<file path="src/rtl/multi_channel_time_adjuster.sv">
// multi_channel_time_adjuster: cursor-driven hour/minute editor for one clock channel and NUM_ALARMS alarm channels
module multi_channel_time_adjuster #(
    parameter int NUM_ALARMS    = 2,
    parameter int MINUTE_CARRY  = 1,
    parameter int HOLD_DELAY    = 50_000_000,
    parameter int REPEAT_PERIOD = 10_000_000,
    localparam int FIELDS       = 2 * (NUM_ALARMS + 1)
) (
    input  logic                    clk,
    input  logic                    reset,
    input  logic                    enable,
    input  logic                    btn_left,
    input  logic                    btn_right,
    input  logic                    btn_up,
    input  logic                    btn_down,
    input  logic [4:0]              cur_hours,
    input  logic [5:0]              cur_minutes,
    output logic [4:0]              time_hours_out,
    output logic [5:0]              time_minutes_out,
    output logic [5*NUM_ALARMS-1:0] alarm_hours_flat,
    output logic [6*NUM_ALARMS-1:0] alarm_minutes_flat,
    output logic [4:0]              disp_hours,
    output logic [5:0]              disp_minutes,
    output logic [FIELDS-1:0]       cursor,
    output logic [NUM_ALARMS:0]     dirty
);
    localparam int CH      = NUM_ALARMS + 1;
    localparam int CNT_MAX = HOLD_DELAY > REPEAT_PERIOD ? HOLD_DELAY : REPEAT_PERIOD;
    localparam int CW      = $clog2(CNT_MAX + 1);

    typedef enum logic [1:0] {IDLE, CAPTURE, EDIT} state_t;

    state_t          r_state, w_state, w_next;
    logic [4:0]      r_hours [CH];
    logic [5:0]      r_mins [CH];
    logic [4:0]      w_hours_nxt [CH];
    logic [5:0]      w_mins_nxt [CH];
    logic [CH-1:0]   w_touch;
    logic [FIELDS-1:0] r_cursor;
    logic [CH-1:0]   r_dirty;
    logic            r_up_d, r_dn_d, r_active, r_dir, r_rep;
    logic [CW-1:0]   r_cnt;
    logic            w_edit, w_up_only, w_dn_only, w_edge_up, w_edge_dn;
    logic            w_hold, w_rep_step, w_step, w_down;
    logic [CW-1:0]   w_thr;

    function automatic logic [4:0] step_h(input logic [4:0] h, input logic dn);
        return dn ? (h == 5'd0 ? 5'd23 : h - 5'd1) : (h == 5'd23 ? 5'd0 : h + 5'd1);
    endfunction

    function automatic logic [5:0] step_m(input logic [5:0] m, input logic dn);
        return dn ? (m == 6'd0 ? 6'd59 : m - 6'd1) : (m == 6'd59 ? 6'd0 : m + 6'd1);
    endfunction

    // The capture cycle is the IDLE cycle in which enable is first seen, so values land one edge later
    always_comb begin
        w_state = (r_state == IDLE && enable) ? CAPTURE : r_state;
        w_next  = w_state;
        if (w_state == CAPTURE) w_next = EDIT;
        else if (w_state == EDIT && !enable) w_next = IDLE;
    end

    // State register
    always_ff @(posedge clk or posedge reset) begin
        if (reset) r_state <= IDLE;
        else r_state <= w_next;
    end

    assign w_edit     = w_state == EDIT;
    assign w_up_only  = btn_up & ~btn_down;
    assign w_dn_only  = btn_down & ~btn_up;
    assign w_edge_up  = w_up_only & ~r_up_d;
    assign w_edge_dn  = w_dn_only & ~r_dn_d;
    assign w_hold     = r_active & (r_dir ? w_dn_only : w_up_only);
    assign w_thr      = r_rep ? CW'(REPEAT_PERIOD) : CW'(HOLD_DELAY);
    assign w_rep_step = w_hold & (r_cnt == w_thr);
    assign w_step     = w_edit & (w_edge_up | w_edge_dn | w_rep_step);
    assign w_down     = w_edge_dn | (w_rep_step & r_dir);

    // Button edge history and hold-to-repeat counter; cnt counts edges since the last step
    always_ff @(posedge clk or posedge reset) begin
        if (reset) begin
            {r_up_d, r_dn_d, r_active, r_dir, r_rep} <= '0;
            r_cnt <= '0;
        end else begin
            r_up_d <= btn_up;
            r_dn_d <= btn_down;
            if (w_edit && (w_edge_up || w_edge_dn)) begin
                {r_active, r_dir, r_rep} <= {1'b1, w_edge_dn, 1'b0};
                r_cnt <= CW'(1);
            end else if (w_edit && w_rep_step) begin
                r_rep <= 1'b1;
                r_cnt <= CW'(1);
            end else if (w_edit && w_hold) begin
                r_cnt <= r_cnt + CW'(1);
            end else begin
                {r_active, r_dir, r_rep} <= '0;
                r_cnt <= '0;
            end
        end
    end

    // Next field values for the stepped channel, plus the display mux of the channel under the cursor
    always_comb begin
        w_touch      = '0;
        disp_hours   = '0;
        disp_minutes = '0;
        for (int c = 0; c < CH; c++) begin
            w_hours_nxt[c] = r_hours[c];
            w_mins_nxt[c]  = r_mins[c];
            w_touch[c]     = w_step & (r_cursor[2*c] | r_cursor[2*c+1]);
            if (w_step && r_cursor[2*c]) w_hours_nxt[c] = step_h(r_hours[c], w_down);
            if (w_step && r_cursor[2*c+1]) begin
                w_mins_nxt[c] = step_m(r_mins[c], w_down);
                if (MINUTE_CARRY != 0 && r_mins[c] == (w_down ? 6'd0 : 6'd59))
                    w_hours_nxt[c] = step_h(r_hours[c], w_down);
            end
            if (r_cursor[2*c] || r_cursor[2*c+1]) begin
                disp_hours   = r_hours[c];
                disp_minutes = r_mins[c];
            end
        end
    end

    // Channel values, cursor and dirty flags; capture saturates out-of-range running time
    always_ff @(posedge clk or posedge reset) begin
        if (reset) begin
            for (int c = 0; c < CH; c++) begin
                r_hours[c] <= '0;
                r_mins[c]  <= '0;
            end
            r_cursor <= FIELDS'(1);
            r_dirty  <= '0;
        end else if (w_state == CAPTURE) begin
            r_hours[0] <= cur_hours > 5'd23 ? 5'd23 : cur_hours;
            r_mins[0]  <= cur_minutes > 6'd59 ? 6'd59 : cur_minutes;
            r_cursor   <= FIELDS'(1);
            r_dirty    <= '0;
        end else if (w_edit) begin
            for (int c = 0; c < CH; c++) begin
                r_hours[c] <= w_hours_nxt[c];
                r_mins[c]  <= w_mins_nxt[c];
            end
            r_dirty  <= r_dirty | w_touch;
            r_cursor <= btn_right ? {r_cursor[FIELDS-2:0], r_cursor[FIELDS-1]} :
                        btn_left  ? {r_cursor[0], r_cursor[FIELDS-1:1]} : r_cursor;
        end
    end

    assign time_hours_out   = r_hours[0];
    assign time_minutes_out = r_mins[0];
    assign cursor           = r_cursor;
    assign dirty            = r_dirty;

    for (genvar k = 0; k < NUM_ALARMS; k++) begin : g_alarm
        assign alarm_hours_flat[5*k +: 5]   = r_hours[k+1];
        assign alarm_minutes_flat[6*k +: 6] = r_mins[k+1];
    end
endmodule

</file>
<file path="config.mk">
export PLATFORM = sky130hd
export DESIGN_NAME = multi_channel_time_adjuster
export DESIGN_NICKNAME = d
export VERILOG_FILES = /design/src/rtl/multi_channel_time_adjuster.sv
export SDC_FILE = /design/constraint.sdc
export NUM_CORES = 1
export LEC_CHECK = 0
export CORE_MARGIN = 4
export CORE_UTILIZATION = 62
export CTS_BUF_LIST = sky130_fd_sc_hd__clkbuf_8
export CTS_CLUSTER_SIZE = 40
export DETAILED_ROUTE_END_ITERATION = 16
export GPL_ROUTABILITY_DRIVEN = 0
export GPL_TIMING_DRIVEN = 0
export PLACE_DENSITY_LB_ADDON = 0.3
export RECOVER_POWER = 25
export SLEW_MARGIN = 10
export SYNTH_ARGS = -nofsm -noshare
export SYNTH_HDL_FRONTEND = slang
export SYNTH_SLANG_ARGS = --single-unit
</file>
<file path="constraint.sdc">
create_clock -name clk -period 5.08 [get_ports clk]
set_clock_uncertainty 0.2 [all_clocks]
set_input_delay 0.508 -clock clk [delete_from_list [all_inputs] [get_ports clk]]
set_output_delay 0.508 -clock clk [all_outputs]
set_load 0.005 [all_outputs]
</file>
==> impl_metrics.csv <==
group,metric,value,unit
setup_path,cp_max_fo,10,
detailed_routing,drt-total-wl,14400,um
sta,fin_crit,3.41,ns
setup_path,critPathKind,"flop to primary output",
die,die_w,99.6,um
cts,cts_tree,"built",
cells_and_area,drive_gt1_share,7.42,%
die,num_io_pins,71,
die,core_area,8180,um^2
cells_and_area,antenna_cells,0,
detailed_routing,drc,0,
cts,htree_levels,3,
setup_path,rrSetupSlack,1.93,ns
global_routing,grt_pass1_vias,5062,
power_and_ir_drop,power_density,362,nW/um^2
min_path,whs_path_depth,2,
global_routing,grt_usage,28.9,%
synthesis,syn_area_per_cell,8.29,um^2
min_path,min_path_type,"flop to flop",
die,rows,33,
die,die_y,99.6,um
cts,clk_latency,0.36,ns
global_routing,gr-total-overflow,0,
placement,numPortBuffers,69,
cells_and_area,instances_no_fill,819,
detailed_routing,vias_per_cell,6.54,
detailed_routing,routedWlPerCell,17.6,um
cts,cts_resized,0,
die,initial_core_util,63.7,%
synthesis,synth-async-reset-ratio,100,%
synthesis,synth_cell_type_count,73,
setup_path,r2r-end,"r_cnt[23]$_DFF_PP0_",
cts,ctsLongestPathBuffers,2,
synthesis,synth.most_common_cell,"dfrtp_1",
global_routing,antenna_found_initial,0,
cells_and_area,layout-area-overhead-vs-synth,20.2,%
sta,fin_crit_sh,67.1,%
sta,finalHoldViolCount,0,
synthesis,synth_top_area_share,35.6,%
run,drv_cap,0,
sta,rsz0062_at_grt,"no",
synthesis,syn_nets,663,
sta,report.final.slew_viol_count,0,
synthesis,yosysTopAreaCell,"dfrtp_1",
synthesis,yosys_warnings,0,
synthesis,synth_ff_type,"dfrtp_1",
synthesis,synth_commonest_cells,"dfrtp_1, nor2_1, nand2_1",
cts,hold_buffers,0,
setup_path,end_kind,"primary output",
cts,path_clk_slew,0.08,ns
sta,max_freq,293,MHz
setup_path,r2r_start,"r_cnt[0]$_DFF_PP0_",
power_and_ir_drop,p_leak,0.00243,uW
power_and_ir_drop,irDropWorstVdd,0.000200,V
sta,setup_violations,0,
cells_and_area,nets,744,
synthesis,yosys-top-cells-area,"dfrtp_1, o21ai_0, nor2_1, nand2_1, ha_1",
sta,worst_pin_slew,1.30,ns
cells_and_area,final_util,76.5,%
synthesis,synth_seq_cells,75,
placement,dp_hpwl,10400,um
status,status,"finished, final reports clean",
synthesis,synth.cell_area,5210,um^2
cts,clock_sinks,75,
detailed_routing,num_vias,5354,
setup_path,cp.arrival,2.70,ns
synthesis,synth_edf_count,0,
placement,place_inst,803,
cts,cts_buffers,9,
setup_path,worstPathRequired,4.37,ns
setup_path,crit_path_start_kind,"flop",
global_routing,grt_pass1_wl,23600,um
detailed_routing,drt-initial-drc-count,518,
detailed_routing,ant_nets,0,
cts,postCtsSetupRepairBufs,0,
detailed_routing,dr.pass1.iters,7,
min_path,hp-start,"dirty[2]$_DFFE_PP0P_",
sta,fin_setup_tns,0,ns
global_routing,grt_max_degree,51,
min_path,whs_endpoint,"dirty[2]$_DFFE_PP0P_",
sta,whs,0.305,ns
cts,root_buffer,"clkbuf_8",
setup_path,reg2reg_depth,11,
synthesis,synth-seq-area-share,36.1,%
synthesis,synth_cells,628,
sta,slew_headroom,12.7,%
die,design.die.area,9930,um^2
==> logic make-up (layout without fill, tap and decap cells) <==
group / Yosys count / after routing / synth area share, %
AOI/OAI and AO/OA: 173 / 173 / 22.4
muxes: 11 / 11 / 2.16
adders and majority gates: 17 / 17 / 4.09
xor gates and xnor gates: 35 / 35 / 5.89
buffers and inverters: 74 / 160 / 6.03
and+or+nand+nor: 243 / 243 / 23.3
DFF: 75 / 75 / 36.1
==> power by group <==
| group | internal [uW] | switching (uW) |
|---|---|---|
| registers | 676 | 121 |
| clock network | 230 | 248 |
| logic | 461 | 530 |
| total | 1370 | 899 |
==> worst max-delay path, cell delays in order (launching register included) <==
cell             delay [ns]
dfrtp_1                0.50
or2_2                  0.37
nor2_1                 0.15
clkbuf_1               0.37
a22oi_1                0.15
o21ai_0                0.24
clkdlybuf4s50_1        0.56
==> sequential cells by signal, summed over array words and instances, names as in the netlist <==
| signal | cells |
|---|---|
| r_cnt | 26 |
| alarm_minutes_flat | 12 |
| cursor | 6 |
| time_hours_out | 5 |
| r_rep | 1 |
| r_up_d | 1 |
| dirty | 3 |
| r_dir | 1 |
| time_minutes_out | 6 |
| r_state | 2 |
| r_dn_d | 1 |
| alarm_hours_flat | 10 |
| r_active | 1 |
==> cells in the final DEF (no fill, tap or decap), types with 5 or more instances in the layout <==
cell and count:
a211oi_1 7, a21o_1 5, a21oi_1 38, a22oi_1 11, a31oi_1 10, and3_1 7
buf_2 8, clkbuf_1 31, clkbuf_8 9, clkdlybuf4s50_1 65, dfrtp_1 74, ha_1 17
inv_1 28, mux2i_1 9, nand2_1 57, nand3_1 34, nand4_1 11, nor2_1 60
nor3_1 24, nor4_1 6, o21ai_0 48, o31ai_1 5, or3_1 5, xnor2_1 19
xor2_1 16
==> worst max-delay path by stage <==
stage,start,end,slack (ns),cells after the start
2_1_floorplan,r_cnt[0]$_DFF_PP0_,time_hours_out[0]$_DFFE_PP0P_,2.32,10
3_3_place_gp,reset,r_state[0]$_DFF_PP0_,1.29,2
3_5_place_dp,btn_down,r_cnt[23]$_DFF_PP0_,1.59,11
4_1_cts,cursor[2]$_DFFE_PP0P_,disp_minutes[2],1.75,6
5_1_grt,cursor[2]$_DFFE_PP0P_,disp_minutes[4],1.54,6
6_report,cursor[2]$_DFFE_PP0P_,disp_minutes[2],1.67,6
==> layout make-up <==
class,count,area (um^2)
clock buffers,9,124
well taps,105,131
repair buffers,70,718
fillers,573,1920
clock inverters,7,75.1
multi-input cells,479,3010
plain buffers,45,205
inverters,29,110
flip-flops and latches,75,1880
==> metrics by stage <==
| stage | instance area [um^2] | total power [uW] | setup slack (ns) |
|---|---|---|---|
| after global routing | 6260 | 2400 | 1.54 |
| after global placement | 6030 | 1730 | 1.29 |
| after floorplan | 5210 | 1360 | 2.32 |
| final | 6260 | 2270 | 1.67 |
| after detailed placement | 6060 | 1770 | 1.59 |
| after CTS | 6260 | 2250 | 1.75 |
==> routing by layer <==
metal / part of all wire, % / GRT usage, % / vias to the layer above
li1: - / - / 2421
met1: 39 / 36.6 / 2552
met2: 48 / 48.3 / 331
met3: 10 / 6.80 / 50
met4: 2.4 / 10.6 / 0
met5: 0 / 0 / -
(Power assumes the default switching activity.)
